--- src/rtl/stream_mux_arb_pkg.sv ---
`default_nettype none
// +------------------------------------------------------------------+
// | Module      : stream_pkg                                         |
// | Description : Shared constants and helpers for stream_mux_arb    |
// | Revision    : 1.0  initial release                               |
// +------------------------------------------------------------------+
package stream_pkg;

    // Selection modes carried on the mode input
    localparam logic MODE_SEL = 1'b0;
    localparam logic MODE_RR  = 1'b1;

    // Ceiling log2, usable in constant expressions
    function automatic int clog2(input int n);
        int r;
        r = 0;
        while ((1 << r) < n) r = r + 1;
        return r;
    endfunction

    // Channel index width; never narrower than one bit
    function automatic int sel_width(input int n);
        return (clog2(n) < 1) ? 1 : clog2(n);
    endfunction

    // Bit offset of channel idx inside a flattened bus of w-bit lanes
    function automatic int ch_lsb(input int idx, input int w);
        return idx * w;
    endfunction

endpackage
`default_nettype wire

--- src/rtl/stream_mux_arb_if.sv ---
`default_nettype none
// +------------------------------------------------------------------+
// | Module      : stream_mux_arb_if                                  |
// | Description : Handshake bundle for the N:1 stream mux/arbiter    |
// | Revision    : 1.0  initial release                               |
// +------------------------------------------------------------------+
interface stream_mux_arb_if
    import stream_pkg::*;
#(
    parameter int NUM_CH = 4,
    parameter int DATA_W = 8
) ();
    localparam int SEL_W = sel_width(NUM_CH);

    logic                     mode;
    logic [SEL_W-1:0]         sel;
    logic [NUM_CH-1:0]        in_valid;
    logic [NUM_CH-1:0]        in_ready;
    logic [NUM_CH*DATA_W-1:0] in_data;
    logic                     out_valid;
    logic                     out_ready;
    logic [DATA_W-1:0]        out_data;
    logic [SEL_W-1:0]         out_ch;

    // Environment side: producers, consumer and mode control
    modport master (
        output mode, sel, in_valid, in_data, out_ready,
        input  in_ready, out_valid, out_data, out_ch
    );

    // Mux/arbiter side
    modport slave (
        input  mode, sel, in_valid, in_data, out_ready,
        output in_ready, out_valid, out_data, out_ch
    );
endinterface
`default_nettype wire

--- src/rtl/stream_mux_arb_rr_grant.sv ---
`default_nettype none
// +------------------------------------------------------------------+
// | Module      : rr_grant                                           |
// | Description : Combinational round-robin grant: rotate requests   |
// |               by ptr, pick lowest, rotate the winner back        |
// | Revision    : 1.0  initial release                               |
// +------------------------------------------------------------------+
module rr_grant #(
    parameter int NUM_CH = 4,
    parameter int SEL_W  = 2
) (
    input  wire logic [NUM_CH-1:0] req,
    input  wire logic [SEL_W-1:0]  ptr,
    output logic      [NUM_CH-1:0] grant,
    output logic      [SEL_W-1:0]  gidx,
    output logic                   any
);
    logic [NUM_CH-1:0]   w_rot;
    logic [NUM_CH-1:0]   w_rot_first;
    logic [2*NUM_CH-1:0] w_unrot;

    // Rotate so that channel ptr sits at bit 0; ptr is always < NUM_CH
    assign w_rot = NUM_CH'({req, req} >> ptr);

    // Lowest set bit of the rotated vector has highest priority
    assign w_rot_first = w_rot & (~w_rot + NUM_CH'(1));

    // Rotate the winner back to its real channel position
    assign w_unrot = {w_rot_first, w_rot_first} << ptr;
    assign grant   = w_unrot[2*NUM_CH-1:NUM_CH];
    assign any     = |req;

    // Encode the one-hot grant into a channel index
    always_comb begin
        gidx = '0;
        for (int i = 0; i < NUM_CH; i++) begin
            if (grant[i]) gidx = SEL_W'(i);
        end
    end
endmodule
`default_nettype wire

--- src/rtl/stream_mux_arb.sv ---
`default_nettype none
// +------------------------------------------------------------------+
// | Module      : stream_mux_arb                                     |
// | Description : NUM_CH:1 valid/ready stream mux with explicit or   |
// |               round-robin selection and a registered output      |
// | Revision    : 1.0  initial release                               |
// +------------------------------------------------------------------+
module stream_mux_arb
    import stream_pkg::*;
#(
    parameter int NUM_CH = 4,
    parameter int DATA_W = 8
) (
    input  wire logic       clk,
    input  wire logic       rst,
    stream_mux_arb_if.slave bus
);
    localparam int SEL_W = sel_width(NUM_CH);

    logic [NUM_CH-1:0] w_rr_grant;
    logic [SEL_W-1:0]  w_rr_gidx;
    logic              w_rr_any;
    logic [NUM_CH-1:0] w_sel_grant;
    logic [NUM_CH-1:0] w_grant;
    logic [SEL_W-1:0]  w_gidx;
    logic              w_any;
    logic              w_load;
    logic              w_xfer;
    logic [DATA_W-1:0] w_data;

    logic              r_out_valid;
    logic [DATA_W-1:0] r_out_data;
    logic [SEL_W-1:0]  r_out_ch;
    logic [SEL_W-1:0]  r_rr_ptr;

    rr_grant #(
        .NUM_CH (NUM_CH),
        .SEL_W  (SEL_W)
    ) u_rr_grant (
        .req   (bus.in_valid),
        .ptr   (r_rr_ptr),
        .grant (w_rr_grant),
        .gidx  (w_rr_gidx),
        .any   (w_rr_any)
    );

    // Explicit select: an out-of-range index grants nothing
    always_comb begin
        w_sel_grant = '0;
        if (int'(bus.sel) < NUM_CH) begin
            w_sel_grant = bus.in_valid & (NUM_CH'(1) << bus.sel);
        end
    end

    // Mode mux of the grant; the output register accepts when empty or draining
    assign w_grant = (bus.mode == MODE_RR) ? w_rr_grant : w_sel_grant;
    assign w_gidx  = (bus.mode == MODE_RR) ? w_rr_gidx  : bus.sel;
    assign w_any   = (bus.mode == MODE_RR) ? w_rr_any   : (|w_sel_grant);
    assign w_load  = !r_out_valid || bus.out_ready;
    assign w_xfer  = w_any && w_load && !rst;
    assign w_data  = DATA_W'(bus.in_data >> ch_lsb(int'(w_gidx), DATA_W));

    assign bus.in_ready  = w_xfer ? w_grant : '0;
    assign bus.out_valid = r_out_valid;
    assign bus.out_data  = r_out_data;
    assign bus.out_ch    = r_out_ch;

    // Output register and round-robin pointer
    always_ff @(posedge clk) begin
        if (rst) begin
            r_out_valid <= 1'b0;
            r_out_data  <= '0;
            r_out_ch    <= '0;
            r_rr_ptr    <= '0;
        end else if (w_xfer) begin
            r_out_valid <= 1'b1;
            r_out_data  <= w_data;
            r_out_ch    <= w_gidx;
            if (bus.mode == MODE_RR) begin
                r_rr_ptr <= (w_gidx == SEL_W'(NUM_CH - 1)) ? '0 : w_gidx + SEL_W'(1);
            end
        end else if (bus.out_ready) begin
            r_out_valid <= 1'b0;
        end
    end
endmodule
`default_nettype wire

--- src/flat_wrapper.sv ---
// flat-port wrapper written by rule: the top's interface ports become plain ports
module stream_mux_arb_flat import stream_pkg::*;
#(
    parameter int NUM_CH = 4,
    parameter int DATA_W = 8
)
  (clk, rst, bus_mode, bus_sel, bus_in_valid, bus_in_data, bus_out_ready, bus_in_ready, bus_out_valid, bus_out_data, bus_out_ch);
  stream_mux_arb_if #(.NUM_CH(NUM_CH), .DATA_W(DATA_W)) bus_i ();
  input  wire logic clk;
  input  wire logic rst;
  input wire logic [$bits(bus_i.mode)-1:0] bus_mode;
  input wire logic [$bits(bus_i.sel)-1:0] bus_sel;
  input wire logic [$bits(bus_i.in_valid)-1:0] bus_in_valid;
  input wire logic [$bits(bus_i.in_data)-1:0] bus_in_data;
  input wire logic [$bits(bus_i.out_ready)-1:0] bus_out_ready;
  output wire logic [$bits(bus_i.in_ready)-1:0] bus_in_ready;
  output wire logic [$bits(bus_i.out_valid)-1:0] bus_out_valid;
  output wire logic [$bits(bus_i.out_data)-1:0] bus_out_data;
  output wire logic [$bits(bus_i.out_ch)-1:0] bus_out_ch;
  assign bus_i.mode = bus_mode;
  assign bus_i.sel = bus_sel;
  assign bus_i.in_valid = bus_in_valid;
  assign bus_i.in_data = bus_in_data;
  assign bus_i.out_ready = bus_out_ready;
  assign bus_in_ready = bus_i.in_ready;
  assign bus_out_valid = bus_i.out_valid;
  assign bus_out_data = bus_i.out_data;
  assign bus_out_ch = bus_i.out_ch;
  stream_mux_arb #(.NUM_CH(NUM_CH), .DATA_W(DATA_W)) u_core (.clk(clk), .rst(rst), .bus(bus_i));
endmodule
--- config.mk ---
export PLATFORM = sky130hd
export DESIGN_NAME = stream_mux_arb_flat
export DESIGN_NICKNAME = d
export VERILOG_FILES = /design/src/rtl/stream_mux_arb_pkg.sv /design/src/rtl/stream_mux_arb_if.sv /design/src/rtl/stream_mux_arb_rr_grant.sv /design/src/rtl/stream_mux_arb.sv /design/src/flat_wrapper.sv
export SDC_FILE = /design/constraint.sdc
export NUM_CORES = 1
export LEC_CHECK = 0
export ABC_AREA = 1
export CAP_MARGIN = 40
export CELL_PAD_IN_SITES_DETAIL_PLACEMENT = 1
export CELL_PAD_IN_SITES_GLOBAL_PLACEMENT = 1
export CORE_ASPECT_RATIO = 1.5
export CORE_UTILIZATION = 26
export CTS_CLUSTER_DIAMETER = 30
export DETAILED_ROUTE_END_ITERATION = 8
export GPL_TIMING_DRIVEN = 0
export PLACE_DENSITY_LB_ADDON = 0.1
export SYNTH_ARGS = -nofsm -noshare
export SYNTH_HDL_FRONTEND = slang
export SYNTH_SLANG_ARGS = --single-unit
--- constraint.sdc ---
create_clock -name clk -period 2.15 [get_ports clk]
set_input_delay 0.43 -clock clk [delete_from_list [all_inputs] [get_ports clk]]
set_output_delay 0.43 -clock clk [all_outputs]
set_load 0.02 [all_outputs]
==> out/qor.csv, run 1 <==
metric,value,unit
outcome,finished with violations,
failing checks,negative setup slack,
hold_ws,471,ps
cts bufs inserted,3,
number of global-route vias before repair,1834,
Antenna Cells,0,
Syn Inst Count,194,
sequential share of power,0.254,
H-tree Lvls,1,
maximum buffer depth of the clock tree,2,
Synth top area share,0.295,
Reg area,264,um2
top routing layer in use,met4,
clock latency on the worst-skew pair,240,ps
Initial Util,0.272,
initial antenna violation count,0,
switch share,0.392,
Die H,83.6,um
pin count of the biggest net entering global routing,11,
commonest cells in the netlist,"nand3_1 (68), nand2_1 (47), inv_1 (14)",
hold buffer count at CTS,0,
total number of vias,1689,
Startpoint Class,flop,
fin cells,323,
RSZ-0062 raised after global routing,true,
R2R depth,16,
Tot GR Track Use,0.220,
Max Clk Rate,462,MHz
IO buf count,56,
Worst-path clk slew,50,ps
leakage power,0.987,nW
Worst-Margin Slew,461,ps
largest cells by area after synthesis,"nand3_1 (29%), dfxtp_1 (23%), nand2_1 (15%)",
initial drt markers,53,
clock network power share,0.179,
multi-input logic area,927,um2
# fillers,569,
routability congestion estimate,0.775,
Rows,29,
sinks on the clock net,13,
ys flop type,dfxtp_1,
Post-synth ARST share,0,
total gr overflow,0,
critical path arrival,1730,ps
sw power,0.000468,W
area growth from synthesis to layout,87.5,%
Synth area leader,nand3_1,
"Hold Violations, Final",0,
Cell variety after synth,27,
post-route minimum period,2160,ps
total wire length,4900,um
DR vias/cell,5.23,
Core Region,4250,um2
post-synthesis net count,237,
PwrDens,552,nW/um2
Detail Placement HPWL,3460,um
total length of routed met3 wires,173,um
Final setup viols,1,
io pins,57,
Hold Path Class,flop to flop,
Nets,321,
area of the die,4720,um2
critical path class,flop to output pin,
Yosys warnings,0,
CTS tree,built,
WP data required,1720,ps
metal1 wirelength,1700,um
Max Cap Viol,0,
Max Slew Vio Count,0,
clock root buffer,clkbuf_8,
fraction of layout cells with a size suffix above 1,0.336,
most common cell in the synthesized netlist,nand3_1,
Slew headroom,0.693,
crit path capture type,output pin,
period utilization,1.01,
placed cells,296,
Post-Route Utilization,0.510,
final worst slack,-13.9,ps
WL per Instance,15.2,um
Logic pwr share,0.567,
first-pass GRT wire length,8290,um
Post-synth EDFFs,0,
Antenna Nets Post-Route,0,
Hold Path Cell Cnt,2,
Mean Syn Cell Area,5.95,um2
post-synthesis sequential area ratio,0.225,
Synth Register Bits,13,
peak supply drop,0.000360,V
setup TNS,-13.9,ps
Die X,56.4,um
first drt pass iteration count,3,
"Max FO, Critical Path",7,
Internal,0.000727,W
DR DRC count,0,
routed wl met2,2860,um
synthesized cell area,1150,um2
worst clock skew,2.03,ps
## cells in the final DEF, fill, tap and decap left out, types with 3 or more instances in the layout
cell / count
nand3_1: 60
clkdlybuf4s50_1: 43
nand2_1: 37
buf_4: 28
nand2_2: 13
dfxtp_1: 12
nand3_2: 10
inv_1: 9
nand2_4: 5
inv_2: 5
clkbuf_8: 5
o21ai_0: 4
nor2_1: 4
buf_6: 3
nor2_2: 3
a21oi_1: 3
o21ai_1: 3
buf_2: 3
dlygate4sd2_1: 3
## timing repair
| action | 4_1_cts | 5_1_grt |
|---|---|---|
| pin swaps | 11 | 9 |
| buffers inserted | 18 | 5 |
| gates resized for setup | 82 | 29 |
| endpoints found under the setup margin | 14 | 14 |
## sequential cells by signal, summed over array words and instances (netlist names)
register / count
u_core.r_rr_ptr: 2
u_core.bus.out_ch: 2
u_core.bus.out_valid: 1
u_core.bus.out_data: 8
## path summary, 6_finish.rpt
check	start	to	slack, ps
max	u_core.r_rr_ptr[0]	bus_in_ready[2]	-10
min	u_core.bus.out_data[3]	u_core.bus.out_data[3]	470
max reg2reg	u_core.r_rr_ptr[0]	u_core.r_rr_ptr[1]	90
min reg2reg	u_core.bus.out_data[3]	u_core.bus.out_data[3]	470
## layer usage
layer  up-vias  track usage
met5         -            0
met4         0       0.0865
met3        18       0.0310
met2        53        0.434
met1       783        0.223
li1        835            -
## layout make-up
class	count	area share
Timing Repair Buffer	79	0.324
Sequential cell	13	0.122
Multi-Input combinational cell	155	0.428
Tap cell	46	0.0266
Clock buffer	4	0.0208
Inverter	17	0.0364
Buffer	9	0.0427
## cell families (layout without fill, tap and decap cells)
| family | count (synthesis) | count (layout) | synth area share |
|---|---|---|---|
| compound gates | 15 | 15 | 0.0737 |
| fa+ha+maj | 1 | 1 | 0.0108 |
| buf+inv | 26 | 109 | 0.107 |
| flops | 13 | 13 | 0.225 |
| simple gates | 139 | 139 | 0.583 |
## stage by stage
| step | worst slack, ps | power, W | cell area, um2 |
|---|---|---|---|
| detailed placement | -1210 | 0.000862 | 1770 |
| finish | -13.9 | 0.00120 | 2170 |
| global placement | -1220 | 0.000855 | 1770 |
| global route | -117 | 0.00128 | 2170 |
| CTS | -9.18 | 0.00115 | 2050 |
| floorplan | 20.7 | 0.000619 | 1150 |
## power groups by stage
| stage | logic [W] | registers (W) | clock network [W] |
|---|---|---|---|
| final | 0.000679 | 0.000303 | 0.000214 |
| after global routing | 0.000742 | 0.000308 | 0.000233 |
| after CTS | 0.000627 | 0.000304 | 0.000219 |
| after detailed placement | 0.000556 | 0.000307 | 0 |
| after global placement | 0.000550 | 0.000305 | 0 |
| after floorplan | 0.000272 | 0.000348 | 0 |
## worst max-delay path, cell delays in order, from the launching register on
cell	delay, ps
dfxtp_4	350
buf_8	140
nand2_2	80
nand3_2	80
nand2_4	100
nand2_2	60
nor2_2	100
nand2_2	70
nand3_2	60
nand2_2	60
a211oi_2	210
buf_4	170
Note: power is estimated with default switching activity, not from simulation.
==> inputs of run 2 (changes only) <==
--- a/config.mk
+++ b/config.mk
@@ -12,7 +12,9 @@
 export CORE_ASPECT_RATIO = 1.5
 export CORE_UTILIZATION = 26
 export CTS_CLUSTER_DIAMETER = 30
+export CTS_CLUSTER_SIZE = 40
 export DETAILED_ROUTE_END_ITERATION = 8
+export GPL_ROUTABILITY_DRIVEN = 1
 export GPL_TIMING_DRIVEN = 0
 export PLACE_DENSITY_LB_ADDON = 0.1
 export SYNTH_ARGS = -nofsm -noshare
==> results of run 2 <==
Final layout, timing and power as in run 1 (identical DEF).
==> inputs of run 3 (changes only) <==
--- a/config.mk
+++ b/config.mk
@@ -10,6 +10,7 @@
 export CELL_PAD_IN_SITES_DETAIL_PLACEMENT = 1
 export CELL_PAD_IN_SITES_GLOBAL_PLACEMENT = 1
 export CORE_ASPECT_RATIO = 1.5
+export CORE_MARGIN = 2
 export CORE_UTILIZATION = 26
 export CTS_CLUSTER_DIAMETER = 30
 export CTS_CLUSTER_SIZE = 40
==> out/qor.csv, run 3 (synthesis results as in run 1) <==
metric,value,unit,change
H-tree Lvls,1,,unchanged
initial drt markers,84,,+58%
DR DRC count,0,,unchanged
total number of vias,1616,,-4.3%
total gr overflow,0,,unchanged
area of the die,5000,um2,+6.0%
pin count of the biggest net entering global routing,11,,unchanged
clock latency on the worst-skew pair,240,ps,about the same
"Hold Violations, Final",0,,unchanged
final worst slack,-144,ps,-130 ps
number of global-route vias before repair,1710,,-6.8%
Die H,85.6,um,+2.4%
leakage power,0.998,nW,+1.2%
Worst-Margin Slew,415,ps,-45.8 ps
Initial Util,0.272,,unchanged
Post-Route Utilization,0.519,,+0.00914
Nets,318,,-0.93%
failing checks,negative setup slack,,
WP data required,1720,ps,about the same
Logic pwr share,0.568,,about the same
Worst R2R Start,u_core.r_rr_ptr[0],,
sequential share of power,0.248,,-0.006
Max Clk Rate,436,MHz,-5.7%
Rows,29,,unchanged
CP max stage cell,clkdlybuf4s15_2,,
first drt pass iteration count,4,,+1
GR Util met1,0.211,,-0.0119
Detail Placement HPWL,3530,um,+2.1%
most crowded layer after global routing,met2,,
GRT met2 Usage,0.406,,-0.0285
RSZ-0062 raised after global routing,true,,
"commonest non-fill, non-tap cell in the layout",nand3_1,,
first-pass GRT wire length,7980,um,-3.7%
placed inst area,1770,um2,unchanged
routability congestion estimate,0.786,,+1.4%
sinks on the clock net,13,,unchanged
CTS tree,built,,
Antenna Nets Post-Route,0,,unchanged
Hold Path Cell Cnt,2,,unchanged
Antenna Cells,0,,unchanged
Tot GR Track Use,0.202,,-0.0177
Pwr Total,0.00121,W,+1.3%
Max Slew Vio Count,0,,unchanged
Hold Path Class,flop to flop,,
Final setup viols,5,,+4
GR Util met3,0.0302,,-0.000842
cts bufs inserted,3,,unchanged
critical path class,input port to output pin,,
Slew headroom,0.723,,+0.0305
worst clock skew,7.27,ps,+5.24 ps
area growth from synthesis to layout,90.9,%,
WL per Instance,15.5,um,+1.8%
clock root buffer,clkbuf_8,,
IO buf count,56,,unchanged
switch share,0.399,,+0.00729
most frequent cells in the layout,"nand3_1 (60), clkdlybuf4s50_1 (43), nand2_1 (38), buf_4 (24), dfxtp_1 (12)",,
Final Instance Area,2200,um2,+1.8%
sw power,0.000483,W,+3.1%
R2R depth,15,,-1
Worst Hold End,u_core.bus.out_data[2],,
R2R setup slack,0,ps,-90 ps
Critical Path Max Stage Delay,230,ps,-120 ps
hold wc startpoint,u_core.bus.out_data[2],,
post-route minimum period,2290,ps,+130 ps
PwrDens,549,nW/um2,-0.52%
Max Cap Viol,0,,unchanged
initial antenna violation count,0,,unchanged
CP cell instances,"clkdlybuf4s15_2, nand2_1, nand3_4, nand2_4, buf_4, nand4_1, nand3_1, nand2_1, a211oi_2, buf_4",,
max reg flops,8,,unchanged
maximum buffer depth of the clock tree,2,,unchanged
Worst-path clk slew,60,ps,about the same
hold_ws,470,ps,-1.03 ps
total wire length,4950,um,+0.90%
outcome,finished with violations,,
"Max FO, Critical Path",4,,-3
fraction of layout cells with a size suffix above 1,0.332,,-0.00362
DR vias/cell,5.05,,-3.4%
crit path capture type,output pin,,
Die X,58.4,um,+3.5%
Internal,0.000728,W,about the same
critical path arrival,1860,ps,+130 ps
io pins,57,,unchanged
clock network power share,0.184,,+0.005
peak supply drop,0.000382,V,+6.2%
Core Region,4250,um2,unchanged
Startpoint Class,input port,,
period utilization,1.07,,+0.0605
worst reg2reg path endpoint,u_core.bus.out_data[0],,
## run 3: cell types whose count changed in the layout (fill, tap and decap cells not counted), sizes merged
cell	delta
buf	-3
clkbuf	-1
clkdlybuf4s15	+1
## run 3: worst max-delay path, delay by kind of cell
family | cells | cell delay, ps
compound gates | 1 | 200
simple gates | 6 | 730
buf+inv | 3 | 510
## run 3: how the worst max path moves through the flow
stage	start	endpoint	slack [ps]	cells after the start
6_report	bus_in_valid[0]	bus_in_ready[2]	-140	10
5_1_grt	u_core.r_rr_ptr[0]	bus_in_ready[2]	-190	10
4_1_cts	u_core.r_rr_ptr[0]	bus_in_ready[2]	-30	12
3_5_place_dp	bus_in_valid[2]	bus_in_ready[0]	-1200	9
3_3_place_gp	bus_in_valid[2]	bus_in_ready[0]	-1240	9
2_1_floorplan	bus_sel[0]	bus_in_ready[2]	20	7
## run 3: repair_timing
action	in CTS	in global routing
hold endpoints to repair	0	0
hold buffers	0	0
endpoints found under the setup margin	15	13
pin swaps	14	17
cloned	0	0
buffers inserted	14	6
gates resized for setup	89	32
## run 3: metrics by stage
stage                     cells  TNS (ps)  setup WS [ps]
final                       320      -371           -144
after global routing        320     -1180           -192
after CTS                   314     -32.9          -28.1
after floorplan             194         0           20.7
after global placement      296    -10010          -1240
after detailed placement    296    -10060          -1200
## run 3: area by class of cell
cell class                 instances  area (um2)
timing repair buffer              76         692
inverter                          17        78.8
clock buffer                       4        45.0
tap                               46        57.6
buffer                             9        92.6
fill                             534        2040
sequential                        13         264
multi-input combinational        155         975
## run 3: power by group through the flow
stage               Clock (W)  Combinational, W  Sequential, W
floorplan                   0          0.000272       0.000348
global placement            0          0.000552       0.000304
detailed placement          0          0.000556       0.000305
CTS                  0.000220          0.000627       0.000301
global route         0.000237          0.000752       0.000306
finish               0.000223          0.000688       0.000301
## run 3: routing by layer
metal  vias up  share of wire
li1        824              -
met1       748           0.35
met2        40           0.60
met3         4          0.043
met4         0         0.0063
met5         -              0
